[config.mk]
export PLATFORM = sky130hd
export DESIGN_NAME = control_sequencer_flat
export DESIGN_NICKNAME = d
export VERILOG_FILES = /design/src/rtl/cpu_pkg.sv /design/src/rtl/control_sequencer_if.sv /design/src/rtl/control_sequencer_decoder.sv /design/src/rtl/control_sequencer.sv /design/src/flat_wrapper.sv
export SDC_FILE = /design/constraint.sdc
export NUM_CORES = 1
export LEC_CHECK = 0
export BUFFER_PORTS_ARGS = -buffer_cell sky130_fd_sc_hd__buf_4
export CORE_ASPECT_RATIO = 1.1
export CORE_UTILIZATION = 41
export CTS_CLUSTER_DIAMETER = 150
export CTS_CLUSTER_SIZE = 10
export DETAILED_ROUTE_END_ITERATION = 16
export PLACE_DENSITY_LB_ADDON = 0.3
export REMOVE_ABC_BUFFERS = 1
export SYNTH_ARGS = -nofsm -noshare
export SYNTH_HDL_FRONTEND = slang
export SYNTH_SLANG_ARGS = --single-unit
export TNS_END_PERCENT = 1
[constraint.sdc]
create_clock -name clk -period 2.7 [get_ports clk]
set_input_delay 0.405 -clock clk [delete_from_list [all_inputs] [get_ports clk]]
set_output_delay 0.405 -clock clk [all_outputs]
set_load 0.05 [all_outputs]
[src/rtl/cpu_pkg.sv]
// Shared definitions for the control sequencer slice.
// Holds the instruction field positions, opcode constants, ALU select bit
// indices, FSM state encoding, the decoded-instruction struct and the
// opcode -> ALU one-hot index mapping.
package cpu_pkg;

  // Instruction field bit positions
  localparam int OPC_HI = 31;
  localparam int OPC_LO = 27;
  localparam int RA_HI  = 26;
  localparam int RA_LO  = 23;
  localparam int RB_HI  = 22;
  localparam int RB_LO  = 19;
  localparam int RC_HI  = 18;
  localparam int RC_LO  = 15;

  // Opcodes; anything above OP_NOT is illegal
  localparam logic [4:0] OP_AND  = 5'd0;
  localparam logic [4:0] OP_OR   = 5'd1;
  localparam logic [4:0] OP_ADD  = 5'd2;
  localparam logic [4:0] OP_SUB  = 5'd3;
  localparam logic [4:0] OP_SHR  = 5'd4;
  localparam logic [4:0] OP_SHRA = 5'd5;
  localparam logic [4:0] OP_SHL  = 5'd6;
  localparam logic [4:0] OP_ROR  = 5'd7;
  localparam logic [4:0] OP_ROL  = 5'd8;
  localparam logic [4:0] OP_MUL  = 5'd9;
  localparam logic [4:0] OP_DIV  = 5'd10;
  localparam logic [4:0] OP_NEG  = 5'd11;
  localparam logic [4:0] OP_NOT  = 5'd12;

  // alu_sel bit indices (ALU ordering differs from opcode ordering)
  localparam int ALU_W    = 13;
  localparam logic [3:0] ALU_AND  = 4'd0;
  localparam logic [3:0] ALU_OR   = 4'd1;
  localparam logic [3:0] ALU_ADD  = 4'd2;
  localparam logic [3:0] ALU_SUB  = 4'd3;
  localparam logic [3:0] ALU_MUL  = 4'd4;
  localparam logic [3:0] ALU_DIV  = 4'd5;
  localparam logic [3:0] ALU_SHR  = 4'd6;
  localparam logic [3:0] ALU_SHRA = 4'd7;
  localparam logic [3:0] ALU_SHL  = 4'd8;
  localparam logic [3:0] ALU_ROR  = 4'd9;
  localparam logic [3:0] ALU_ROL  = 4'd10;
  localparam logic [3:0] ALU_NEG  = 4'd11;
  localparam logic [3:0] ALU_NOT  = 4'd12;

  // FSM state encoding
  localparam logic [2:0] ST_IDLE = 3'd0;
  localparam logic [2:0] ST_T0   = 3'd1;
  localparam logic [2:0] ST_T1   = 3'd2;
  localparam logic [2:0] ST_T2   = 3'd3;
  localparam logic [2:0] ST_T3   = 3'd4;
  localparam logic [2:0] ST_T4   = 3'd5;
  localparam logic [2:0] ST_T5   = 3'd6;
  localparam logic [2:0] ST_HALT = 3'd7;

  typedef struct packed {
    logic [ALU_W-1:0] alu_sel;
    logic [15:0]      ra_oh;
    logic [15:0]      rb_oh;
    logic [15:0]      rc_oh;
    logic             is_muldiv;
    logic             is_unary;
    logic             illegal;
  } dec_t;

  function automatic logic [3:0] op_to_alu_idx(input logic [4:0] op);
    case (op)
      OP_AND:  return ALU_AND;
      OP_OR:   return ALU_OR;
      OP_ADD:  return ALU_ADD;
      OP_SUB:  return ALU_SUB;
      OP_SHR:  return ALU_SHR;
      OP_SHRA: return ALU_SHRA;
      OP_SHL:  return ALU_SHL;
      OP_ROR:  return ALU_ROR;
      OP_ROL:  return ALU_ROL;
      OP_MUL:  return ALU_MUL;
      OP_DIV:  return ALU_DIV;
      OP_NEG:  return ALU_NEG;
      OP_NOT:  return ALU_NOT;
      default: return ALU_AND;
    endcase
  endfunction

endpackage

[src/rtl/control_sequencer_if.sv]
// Sequencer <-> datapath bundle.
//   run, IR            : datapath/host -> sequencer
//   Rout, Rin, alu_sel : one-hot register and ALU selects
//   IncPC..HIin        : datapath strobes
//   done, halted       : status
// master = sequencer side, slave = datapath side.
interface control_sequencer_if;
  import cpu_pkg::*;

  logic             run;
  logic [31:0]      IR;
  logic [15:0]      Rout;
  logic [15:0]      Rin;
  logic [ALU_W-1:0] alu_sel;
  logic             IncPC, PCin, MARin, MDRin, Read, MDRout, IRin;
  logic             Yin, Zin, Zlowout, Zhighout, LOin, HIin;
  logic             done;
  logic             halted;

  modport master (
    input  run, IR,
    output Rout, Rin, alu_sel, IncPC, PCin, MARin, MDRin, Read, MDRout, IRin,
           Yin, Zin, Zlowout, Zhighout, LOin, HIin, done, halted
  );

  modport slave (
    output run, IR,
    input  Rout, Rin, alu_sel, IncPC, PCin, MARin, MDRin, Read, MDRout, IRin,
           Yin, Zin, Zlowout, Zhighout, LOin, HIin, done, halted
  );
endinterface

[src/rtl/control_sequencer_decoder.sv]
// instr_decoder: purely combinational instruction decode.
//   i_ir  : instruction register contents
//   o_dec : ALU one-hot, Ra/Rb/Rc one-hots, is_muldiv/is_unary/illegal flags
module instr_decoder
  import cpu_pkg::*;
(
  input  logic [31:0] i_ir,
  output dec_t        o_dec
);

  logic [4:0] w_op;
  logic [3:0] w_ra, w_rb, w_rc;
  logic       w_unused_ir;

  assign w_op = i_ir[OPC_HI:OPC_LO];
  assign w_ra = i_ir[RA_HI:RA_LO];
  assign w_rb = i_ir[RB_HI:RB_LO];
  assign w_rc = i_ir[RC_HI:RC_LO];
  // Low bits carry immediates for other instruction classes.
  assign w_unused_ir = ^i_ir[RC_LO-1:0];

  always_comb begin
    o_dec = '0;
    o_dec.illegal = (w_op > OP_NOT);
    // An illegal opcode must not select any ALU operation.
    if (!o_dec.illegal) o_dec.alu_sel[op_to_alu_idx(w_op)] = 1'b1;
    o_dec.ra_oh[w_ra] = 1'b1;
    o_dec.rb_oh[w_rb] = 1'b1;
    o_dec.rc_oh[w_rc] = 1'b1;
    o_dec.is_muldiv = (w_op == OP_MUL) || (w_op == OP_DIV);
    o_dec.is_unary  = (w_op == OP_NEG) || (w_op == OP_NOT);
  end

endmodule

[src/rtl/control_sequencer.sv]
// control_sequencer: hardwired Moore control unit for a single-bus datapath.
//   clk   : system clock, rising edge
//   reset : asynchronous active-high; forces IDLE and all outputs low
//   bus   : control_sequencer_if.master (run/IR in, selects/strobes/status out)
// Fetch is T0/T1, operand B to Y in T2, ALU op in T3, writeback in T4
// (MUL/DIV write LO in T4 and HI in T5). Illegal opcodes park in HALT.
module control_sequencer
  import cpu_pkg::*;
(
  input logic                 clk,
  input logic                 reset,
  control_sequencer_if.master bus
);

  logic [2:0] r_state;
  logic [2:0] w_next;
  dec_t       w_dec;

  instr_decoder u_dec (
    .i_ir  (bus.IR),
    .o_dec (w_dec)
  );

  always_ff @(posedge clk or posedge reset) begin
    if (reset) r_state <= ST_IDLE;
    else       r_state <= w_next;
  end

  always_comb begin
    w_next = r_state;
    case (r_state)
      ST_IDLE: w_next = bus.run ? ST_T0 : ST_IDLE;
      ST_T0:   w_next = ST_T1;
      ST_T1:   w_next = ST_T2;
      ST_T2:   w_next = w_dec.illegal ? ST_HALT : ST_T3;
      ST_T3:   w_next = ST_T4;
      // run is only sampled at the final execute state, so dropping it
      // mid-instruction never aborts.
      ST_T4:   w_next = w_dec.is_muldiv ? ST_T5 : (bus.run ? ST_T0 : ST_IDLE);
      ST_T5:   w_next = bus.run ? ST_T0 : ST_IDLE;
      ST_HALT: w_next = ST_HALT;
      default: w_next = ST_IDLE;
    endcase
  end

  // Moore outputs: decoded from state (and IR from T2 on) only.
  always_comb begin
    bus.Rout     = '0;
    bus.Rin      = '0;
    bus.alu_sel  = '0;
    bus.IncPC    = 1'b0;
    bus.PCin     = 1'b0;
    bus.MARin    = 1'b0;
    bus.MDRin    = 1'b0;
    bus.Read     = 1'b0;
    bus.MDRout   = 1'b0;
    bus.IRin     = 1'b0;
    bus.Yin      = 1'b0;
    bus.Zin      = 1'b0;
    bus.Zlowout  = 1'b0;
    bus.Zhighout = 1'b0;
    bus.LOin     = 1'b0;
    bus.HIin     = 1'b0;
    bus.done     = 1'b0;
    bus.halted   = 1'b0;
    case (r_state)
      ST_T0: begin
        bus.IncPC = 1'b1;
        bus.PCin  = 1'b1;
        bus.MARin = 1'b1;
        bus.Read  = 1'b1;
        bus.MDRin = 1'b1;
      end
      ST_T1: begin
        bus.MDRout = 1'b1;
        bus.IRin   = 1'b1;
      end
      ST_T2: begin
        if (!w_dec.illegal) begin
          bus.Rout = w_dec.rb_oh;
          bus.Yin  = 1'b1;
        end
      end
      ST_T3: begin
        // Unary ops take their single operand from Rb; Y is a don't-care.
        bus.Rout    = w_dec.is_unary ? w_dec.rb_oh : w_dec.rc_oh;
        bus.alu_sel = w_dec.alu_sel;
        bus.Zin     = 1'b1;
      end
      ST_T4: begin
        bus.Zlowout = 1'b1;
        if (w_dec.is_muldiv) begin
          bus.LOin = 1'b1;
        end else begin
          bus.Rin  = w_dec.ra_oh;
          bus.done = 1'b1;
        end
      end
      ST_T5: begin
        bus.Zhighout = 1'b1;
        bus.HIin     = 1'b1;
        bus.done     = 1'b1;
      end
      ST_HALT: bus.halted = 1'b1;
      default: ;
    endcase
  end

endmodule

[src/flat_wrapper.sv]
// flat-port wrapper written by rule: the top's interface ports become plain ports
module control_sequencer_flat import cpu_pkg::*;
  (clk, reset, bus_run, bus_IR, bus_Rout, bus_Rin, bus_alu_sel, bus_IncPC, bus_PCin, bus_MARin, bus_MDRin, bus_Read, bus_MDRout, bus_IRin, bus_Yin, bus_Zin, bus_Zlowout, bus_Zhighout, bus_LOin, bus_HIin, bus_done, bus_halted);
  control_sequencer_if bus_i ();
  input logic clk;
  input logic reset;
  input wire logic [$bits(bus_i.run)-1:0] bus_run;
  input wire logic [$bits(bus_i.IR)-1:0] bus_IR;
  output wire logic [$bits(bus_i.Rout)-1:0] bus_Rout;
  output wire logic [$bits(bus_i.Rin)-1:0] bus_Rin;
  output wire logic [$bits(bus_i.alu_sel)-1:0] bus_alu_sel;
  output wire logic [$bits(bus_i.IncPC)-1:0] bus_IncPC;
  output wire logic [$bits(bus_i.PCin)-1:0] bus_PCin;
  output wire logic [$bits(bus_i.MARin)-1:0] bus_MARin;
  output wire logic [$bits(bus_i.MDRin)-1:0] bus_MDRin;
  output wire logic [$bits(bus_i.Read)-1:0] bus_Read;
  output wire logic [$bits(bus_i.MDRout)-1:0] bus_MDRout;
  output wire logic [$bits(bus_i.IRin)-1:0] bus_IRin;
  output wire logic [$bits(bus_i.Yin)-1:0] bus_Yin;
  output wire logic [$bits(bus_i.Zin)-1:0] bus_Zin;
  output wire logic [$bits(bus_i.Zlowout)-1:0] bus_Zlowout;
  output wire logic [$bits(bus_i.Zhighout)-1:0] bus_Zhighout;
  output wire logic [$bits(bus_i.LOin)-1:0] bus_LOin;
  output wire logic [$bits(bus_i.HIin)-1:0] bus_HIin;
  output wire logic [$bits(bus_i.done)-1:0] bus_done;
  output wire logic [$bits(bus_i.halted)-1:0] bus_halted;
  assign bus_i.run = bus_run;
  assign bus_i.IR = bus_IR;
  assign bus_Rout = bus_i.Rout;
  assign bus_Rin = bus_i.Rin;
  assign bus_alu_sel = bus_i.alu_sel;
  assign bus_IncPC = bus_i.IncPC;
  assign bus_PCin = bus_i.PCin;
  assign bus_MARin = bus_i.MARin;
  assign bus_MDRin = bus_i.MDRin;
  assign bus_Read = bus_i.Read;
  assign bus_MDRout = bus_i.MDRout;
  assign bus_IRin = bus_i.IRin;
  assign bus_Yin = bus_i.Yin;
  assign bus_Zin = bus_i.Zin;
  assign bus_Zlowout = bus_i.Zlowout;
  assign bus_Zhighout = bus_i.Zhighout;
  assign bus_LOin = bus_i.LOin;
  assign bus_HIin = bus_i.HIin;
  assign bus_done = bus_i.done;
  assign bus_halted = bus_i.halted;
  control_sequencer u_core (.clk(clk), .reset(reset), .bus(bus_i));
endmodule
==> results of run 1 <==
## per-stage QoR
stage,hold WS (ps),std cells,worst slack (ps),cell area [µm²]
2_1_floorplan,159,149,-1400,971
3_3_place_gp,279,258,119,1600
3_5_place_dp,281,258,97.8,1600
6_report,34.1,262,232,1640
5_1_grt,38.1,262,120,1640
4_1_cts,30.4,262,94.8,1630
## worst min path at each step
| stage | slack (ps) | startpoint | depth (start not counted) | to |
|---|---|---|---|---|
| 3_5_place_dp | 280 | reset | 2 | u_core.r_state[0] |
| 5_1_grt | 40 | reset | 2 | u_core.r_state[0] |
| 2_1_floorplan | 160 | reset | 1 | u_core.r_state[0] |
| 3_3_place_gp | 280 | reset | 2 | u_core.r_state[1] |
| 4_1_cts | 30 | reset | 2 | u_core.r_state[0] |
| 6_report | 30 | reset | 2 | u_core.r_state[0] |
## power by group through the flow
stage | clock, W | combinational [W] | sequential [W]
2_1_floorplan | 0 | 0.000574 | 0.000118
3_3_place_gp | 0 | 0.000790 | 0.000133
3_5_place_dp | 0 | 0.000795 | 0.000134
4_1_cts | 0.0000828 | 0.000797 | 0.000133
5_1_grt | 0.0000860 | 0.000844 | 0.000143
6_report | 0.0000797 | 0.000800 | 0.000135
## final cells by class
cell class,instances,area share (%)
tap,30,2.29
multi-input combinational,140,53.9
inverter,6,1.38
clock buffer,4,1.61
timing repair buffer,79,36.2
sequential,3,4.59
## layout by cell type, fill, tap and decap left out, drive strengths merged
master and instances:
nand4 3, and3b 1, o21bai 2, dfrtp 3, o22ai 16, a21o 1
nor4 1, inv 6, and4bb 1, ha 7, and2b 1, nor3 7
mux2 1, nand3 9, buf 79, o211ai 1, nand2b 8, o311ai 1
nor4b 1, or2 2, nor3b 3, nor2b 6, nand2 21, a22o 1
and3 1, a311o 1, nor2 34, a32oi 1, mux2i 1, o21ba 1
clkbuf 4, a2111oi 1, nand4b 4, a31oi 2
## layer usage
metal	vias to the layer above	GRT usage (%)	share of wire [%]	wire, µm
met5	-	0	0	0
met4	0	7.14	0.80	25
met3	3	3.89	8.7	271
met2	80	39.3	48	1490
met1	635	26.0	43	1330
li1	718	-	-	-
## kinds of logic after synthesis
| family | count (synthesis) | share of synthesized area, % |
|---|---|---|
| AOI/OAI and AO/OA | 28 | 20.2 |
| adders and majority gates | 7 | 8.43 |
| DFF | 3 | 7.23 |
| buffers and inverters | 17 | 8.67 |
| and+or+nand+nor | 103 | 53.4 |
| muxes | 2 | 2.05 |
## Yosys cell counts (all sizes together)
cell type | count | area [µm²]
nor3 | 7 | 40.0
nor4b | 1 | 15.0
inv | 6 | 22.5
nand2b | 8 | 50.1
and2b | 1 | 7.51
nor2b | 6 | 37.5
ha | 7 | 87.6
nand4b | 4 | 35.0
and3b | 1 | 12.5
clkbuf | 2 | 7.51
a21o | 1 | 7.51
nor3b | 3 | 33.8
mux2i | 1 | 10.0
buf | 9 | 60.1
a22o | 1 | 8.76
o21ba | 1 | 10.0
nand3 | 9 | 45.0
mux2 | 1 | 11.3
nor4 | 1 | 21.3
or2 | 2 | 12.5
o311ai | 1 | 8.76
and4bb | 1 | 12.5
a32oi | 1 | 8.76
a2111oi | 1 | 10.0
nand2 | 21 | 78.8
o22ai | 16 | 100
nand4 | 3 | 18.8
a311o | 1 | 10.0
nor2 | 34 | 128
o211ai | 1 | 12.5
a31oi | 2 | 18.8
dfrtp | 3 | 75.1
o21bai | 2 | 15.0
and3 | 1 | 6.26
## timing repair
action / CTS / global route
endpoints found under the setup margin: 0 / 11
hold buffers: 0 / 0
gates resized for setup: 0 / 1
## critical path, cell delays in order
cell	delay (ps)
buf_4	130
inv_1	110
ha_1	210
and3b_4	240
nor4_4	340
a31oi_4	150
o22ai_1	230
buf_4	240
==> impl_metrics.ini, run 1 <==
[global_route]
grt_max_degree = 17
grt_pass1_vias = 1105
grt_use_total_pct = 21.7
overflow = 0
grt_pass1_wl_um = 4630
antenna_found_initial = 0

[power_and_ir_drop]
seqPwrFrac_pct = 13.3
p_clk_share_pct = 7.9
ir_drop_mv = 0.601
p_switching_w = 0.000642
p_comb_share_pct = 78.8
powerDensity_nw_per_um2 = 620
finalPower_w = 0.00101
p_int_w = 0.000373
p_leak_nw = 0.774
switching_share_pct = 63.3

[final_layout]
top_register = u_core.r_state
multi_input_area_um2 = 882
seq_area_um2 = 75.1
drive_gt1_share_pct = 40.1
area_delta_synth_final_pct = 57.6
n_fill_cell = 211
reg_top3 = u_core.r_state x3
nets = 275
utilization_pct = 70.6
insertedDiodeCount = 0
largest_register_ffs = 3

[worst_setup_path]
worstSetupPathType = input pin to output port
regToRegEndpoint = u_core.r_state[1]
required_ps = 2300
crit_end = bus_Rout[7]
start_kind = input pin
reg2reg_setup_slack_ps = 1400
r2r-start = u_core.r_state[0]
rr_worst_depth = 3
cp-startpoint = bus_IR[28]
cp-end-kind = output port
cp.arrival_ps = 2060
crit_fanout = 16

[timing]
tightest_slew_ps = 485
finalHoldViolCount = 0
max_slew_margin_pct = 67.6
slew_viol_final = 0
grt_setup_unrepaired = false
max_freq_mhz = 405
finClkSkew_ps = 2.10
period_needed_ps = 2470
finalSetupViolations = 0
min_period_over_period_pct = 91.4
fin_tns_setup_ps = 0

[clocking]
cts_made_buffers = 3
root_buffer = clkbuf_4
cts_num_sinks = 3
clk_path_buf_depth = 2
cts_tree = done
path_clk_slew_ps = 40
htree_levels = 1
postCtsSetupRepairBufs = 0
clk-insertion-delay-late_ps = 240

[run_status]
status = completed

[placed_design]
hpwl_um = 2490
port_buffers = 79
gp_congestion = 0.835

[worst_hold_path]
hold_class = input pin to async pin

[route]
via_count = 1436
post-route-drc-count = 0
via_per_inst = 5.48
drt_pre_antenna_iters = 4
drtIter0Drc = 39
antenna_left = 0
routedWlPerCell_um = 11.9
wl_um = 3120

[die]
initial_utilization_pct = 44.8
rows = 18
die_w_um = 50.0
ios = 95
die_area_um2 = 2740
dieHeight_um = 54.8
placeableCoreArea_um2 = 2320

[logic_synthesis]
synth_seq_cells = 3
synth.avg_cell_area_um2 = 6.49
syn_inst = 160
yosysSeqAreaShare_pct = 7.23
yosysWarningCount = 0
synth_area_um2 = 1040
synth.distinct_cells = 38

[job]
max_cap_viol_count = 0
(Power assumes the default switching activity.)
==> inputs of run 2 (changes only) <==
==> constraint.sdc (replaced) <==
create_clock -name clk -period 3.1 [get_ports clk]
set_input_delay 0.465 -clock clk [delete_from_list [all_inputs] [get_ports clk]]
set_output_delay 0.465 -clock clk [all_outputs]
set_load 0.05 [all_outputs]
==> run 2 against run 1 <==
  * Flip-flop and latch count unchanged
  * Clock skew increased by 2.3 ps
  * Design area decreased by 0.54%
  * Critical path type unchanged
  * Critical endpoint unchanged
  * Clock power decreased by 9.8%
  * Worst hold slack improved by 52 ps
  * Largest cell class unchanged
  * Critical path depth unchanged
  * Sequential power decreased by 13%
  * Final cell count unchanged
==> impl_metrics.ini, run 2 (synthesis gave the netlist of run 1 again) <==
[run_status]
status = completed

[route]
antenna_left = 0
via_count = 1407
post-route-drc-count = 0
wl_um = 3060
routedWlPerCell_um = 11.7
drtIter0Drc = 42
via_per_inst = 5.37
drt_pre_antenna_iters = 4

[power_and_ir_drop]
p_switching_w = 0.000558
finalPower_w = 0.000881
ir_drop_mv = 0.506
seqPwrFrac_pct = 13.2
switching_share_pct = 63.4
p_comb_share_pct = 78.6
p_clk_share_pct = 8.2
powerDensity_nw_per_um2 = 541
p_int_w = 0.000323
p_leak_nw = 0.773

[clocking]
clk-insertion-delay-late_ps = 240
cts_made_buffers = 3
postCtsSetupRepairBufs = 0
path_clk_slew_ps = 40
cts-hold-fix-buffers = 0
cts_num_sinks = 3
clk_path_buf_depth = 2
cts-resized-gates = 0
cts_tree = done
htree_levels = 1
root_buffer = clkbuf_4

[timing]
slew_viol_final = 0
max_freq_mhz = 364
finClkSkew_ps = 4.36
min_period_over_period_pct = 88.6
max_slew_margin_pct = 52.9
hold_ws_ps = 85.8
finalSetupViolations = 0
tightest_slew_ps = 704
grt_setup_unrepaired = false
period_needed_ps = 2750
finalHoldViolCount = 0

[die]
die_area_um2 = 2740
ios = 95
dieHeight_um = 54.8
initial_utilization_pct = 44.8
rows = 18
placeableCoreArea_um2 = 2320
die_w_um = 50.0

[final_layout]
largest_register_ffs = 3
area_delta_synth_final_pct = 56.7
insertedDiodeCount = 0
layout_commonest_cell = buf_4
drive_gt1_share_pct = 40.1
nets = 275
finalInstanceArea_um2 = 1630
utilization_pct = 70.2
top_register = u_core.r_state
reg_top3 = u_core.r_state x3
final_cell_mix = buf_4 (79), nor2_1 (34), nand2_1 (21)

[worst_setup_path]
cpPeakStageDelay_ps = 590
required_ps = 2630
start_kind = input pin
crit_family = compound AO/OA/AOI/OAI gates
worstSetupPathType = input pin to output port
cp_num_buf_inv = 3
cp.arrival_ps = 2280
crit_top_cell = buf_4
cp_slowest_cell = a31oi_2
cp-end-kind = output port
cp_cell_sequence = buf_4, inv_1, ha_1, and3b_4, nor4_4, a31oi_2, o22ai_1, buf_4
crit_fanout = 16

[placed_design]
port_buffers = 79
hpwl_um = 2460
placed_area_um2 = 1600
gp_congestion = 0.835

[global_route]
grt_pass1_wl_um = 4450
overflow = 0
antenna_found_initial = 0
grt_max_degree = 17
grt_pass1_vias = 1085
grt_use_total_pct = 20.8

[job]
max_cap_viol_count = 0

[worst_hold_path]
hold_class = input pin to async pin
-- run 2: cell types whose count changed in the layout (fill, tap and decap cells not counted) --
cell | previous run | this run
a31oi_2 | 0 | 1
a31oi_4 | 1 | 0
-- run 2: area by class of cell --
| type | instances | area (µm²) |
|---|---|---|
| Clock buffer | 4 | 26.3 |
| Inverter | 6 | 22.5 |
| Multi-Input combinational cell | 140 | 873 |
| Tap cell | 30 | 37.5 |
| Fill cell | 196 | 692 |
| Sequential cell | 3 | 75.1 |
| Timing Repair Buffer | 79 | 593 |
-- run 2: routing by layer --
metal	up-vias	part of all wire, %	track usage (%)
li1	711	-	-
met1	612	43	25.2
met2	82	47	37.3
met3	2	9.3	3.61
met4	0	0.52	7.14
met5	-	0	0
-- run 2: worst paths after layout --
kind                                   start                end  slack, ps  cells past startpoint
max in group asynchronous              reset  u_core.r_state[2]       2890                      2
max reg2reg                u_core.r_state[0]  u_core.r_state[1]       1830                      3
max                               bus_IR[28]        bus_Rout[7]        350                      8
min                                    reset  u_core.r_state[0]         90                      2
min reg2reg                u_core.r_state[1]  u_core.r_state[1]        730                      2
min in group clk                     bus_run  u_core.r_state[0]        490                      3
-- run 2: power groups by stage --
stage | combinational [W] | clock, W | sequential, W
floorplan | 0.000500 | 0 | 0.000103
global placement | 0.000688 | 0 | 0.000115
detailed placement | 0.000692 | 0 | 0.000116
CTS | 0.000693 | 0.0000743 | 0.000116
global route | 0.000728 | 0.0000749 | 0.000123
finish | 0.000693 | 0.0000719 | 0.000117
-- run 2: metrics by stage --
stage               TNS [ps]  std cells  setup WS, ps
finish                     0        262           352
global route               0        262           234
global placement           0        258           400
floorplan              -7830        149         -1060
CTS                        0        262           375
detailed placement         0        258           378
==> inputs of run 3 (changes only) <==
--- a/config.mk
+++ b/config.mk
@@ -6,12 +6,13 @@
 export NUM_CORES = 1
 export LEC_CHECK = 0
 export BUFFER_PORTS_ARGS = -buffer_cell sky130_fd_sc_hd__buf_4
+export CAP_MARGIN = 30
 export CORE_ASPECT_RATIO = 1.1
 export CORE_UTILIZATION = 41
 export CTS_CLUSTER_DIAMETER = 150
 export CTS_CLUSTER_SIZE = 10
 export DETAILED_ROUTE_END_ITERATION = 16
-export PLACE_DENSITY_LB_ADDON = 0.3
+export PLACE_DENSITY_LB_ADDON = 0.1
 export REMOVE_ABC_BUFFERS = 1
 export SYNTH_ARGS = -nofsm -noshare
 export SYNTH_HDL_FRONTEND = slang
==> run 3 against run 2 <==
  * Die area is the same
  * Worst hold slack better by 8.3 ps
  * Critical path type unchanged
  * Via count grew 2.2%
  * First-iteration DRC count up 29%
  * Critical endpoint is now bus_Rout[3]
  * Critical path depth stayed put
  * Power increased by 0.64%
  * Largest power group unchanged
  * Highest routed layer unchanged
==> impl_metrics.ini, run 3 (synthesis gave the netlist of run 1 again) <==
[placed_design]
gp_congestion = 0.826
port_buffers = 79
hpwl_um = 2520
placed_area_um2 = 1600

[run_status]
status = completed

[timing]
slew_viol_final = 0
period_needed_ps = 2740
fin_tns_setup_ps = 0
hold_ws_ps = 94.1
finalSetupViolations = 0
max_freq_mhz = 365
tightest_slew_ps = 710
finalHoldViolCount = 0
grt_setup_unrepaired = false
max_slew_margin_pct = 52.5
finClkSkew_ps = 5.00
min_period_over_period_pct = 88.3

[final_layout]
final_cell_mix = buf_4 (79), nor2_1 (34), nand2_1 (21)
layout_commonest_cell = buf_4
top_register = u_core.r_state
drive_gt1_share_pct = 40.1
largest_register_ffs = 3
insertedDiodeCount = 0
reg_top3 = u_core.r_state x3
area_delta_synth_final_pct = 56.7
nets = 275
finalInstanceArea_um2 = 1630
utilization_pct = 70.2

[die]
ios = 95
placeableCoreArea_um2 = 2320
die_w_um = 50.0
initial_utilization_pct = 44.8
rows = 18
die_area_um2 = 2740
dieHeight_um = 54.8

[worst_setup_path]
cp_cell_sequence = buf_4, inv_1, ha_1, and3b_4, nor4_4, a31oi_2, o22ai_1, buf_4
reg2reg_setup_slack_ps = 1810
cp_slowest_cell = a31oi_2
regToRegEndpoint = u_core.r_state[1]
start_kind = input pin
cp.arrival_ps = 2270
crit_family = compound AO/OA/AOI/OAI gates
r2r-start = u_core.r_state[0]
crit_end = bus_Rout[3]
cp.depth = 8
cp_num_buf_inv = 3
crit_top_cell = buf_4
worstSetupPathType = input pin to output port
cp-end-kind = output port
cp-startpoint = bus_IR[28]
cpPeakStageDelay_ps = 590
required_ps = 2630
rr_worst_depth = 3
crit_fanout = 16

[clocking]
cts-hold-fix-buffers = 0
postCtsSetupRepairBufs = 0
clk_path_buf_depth = 2
cts_tree = done
clk-insertion-delay-late_ps = 230
path_clk_slew_ps = 50
htree_levels = 1
cts_num_sinks = 3
cts-resized-gates = 0
root_buffer = clkbuf_4
cts_made_buffers = 3

[global_route]
grt_pass1_wl_um = 4840
overflow = 0
grt_pass1_vias = 1130
antenna_found_initial = 0
grt_use_total_pct = 22.1
grt_max_degree = 17

[route]
drtIter0Drc = 54
drt_pre_antenna_iters = 4
post-route-drc-count = 0
via_count = 1438
antenna_left = 0
wl_um = 3200
routedWlPerCell_um = 12.2
via_per_inst = 5.49

[job]
max_cap_viol_count = 0

[power_and_ir_drop]
ir_drop_mv = 0.522
powerDensity_nw_per_um2 = 545
p_leak_nw = 0.773
finalPower_w = 0.000887

[worst_hold_path]
hold_class = input pin to async pin
[run 3: worst register-to-register path, stage by stage, from the launching register on]
cell	delay (ps)
dfrtp_1	510
nand2_1	180
nor4_4	60
a2111oi_1	420
[run 3: area by class of cell]
| type | instances | area (µm²) |
|---|---|---|
| flip-flops and latches | 3 | 75.1 |
| clock buffers | 4 | 26.3 |
| repair buffers | 79 | 593 |
| inverters | 6 | 22.5 |
| multi-input cells | 140 | 873 |
| fillers | 199 | 692 |
| well taps | 30 | 37.5 |
[run 3: power by group]
group	switching, W	internal (W)
registers	0.0000580	0.0000594
clock network	0.0000243	0.0000485
logic	0.000481	0.000215
[run 3: how the worst min path moves through the flow]
stage | to | slack, ps | depth (start not counted)
global route | u_core.r_state[1] | 110 | 2
global placement | u_core.r_state[2] | 340 | 2
floorplan | u_core.r_state[0] | 220 | 1
finish | u_core.r_state[1] | 90 | 2
CTS | u_core.r_state[1] | 100 | 2
detailed placement | u_core.r_state[1] | 340 | 2
[run 3: metal layers]
| layer | vias to the layer above | share of wire, % | track usage [%] |
|---|---|---|---|
| met5 | - | 0 | 0 |
| met4 | 0 | 0.31 | 5.71 |
| met3 | 2 | 8.0 | 5.00 |
| met2 | 82 | 48 | 38.2 |
| met1 | 640 | 44 | 27.7 |
| li1 | 714 | - | - |
[run 3: stage by stage]
stage	setup slack, ps	cells
after floorplan	-1060	149
after global placement	453	258
after detailed placement	407	258
after CTS	399	262
after global routing	230	262
final	363	262
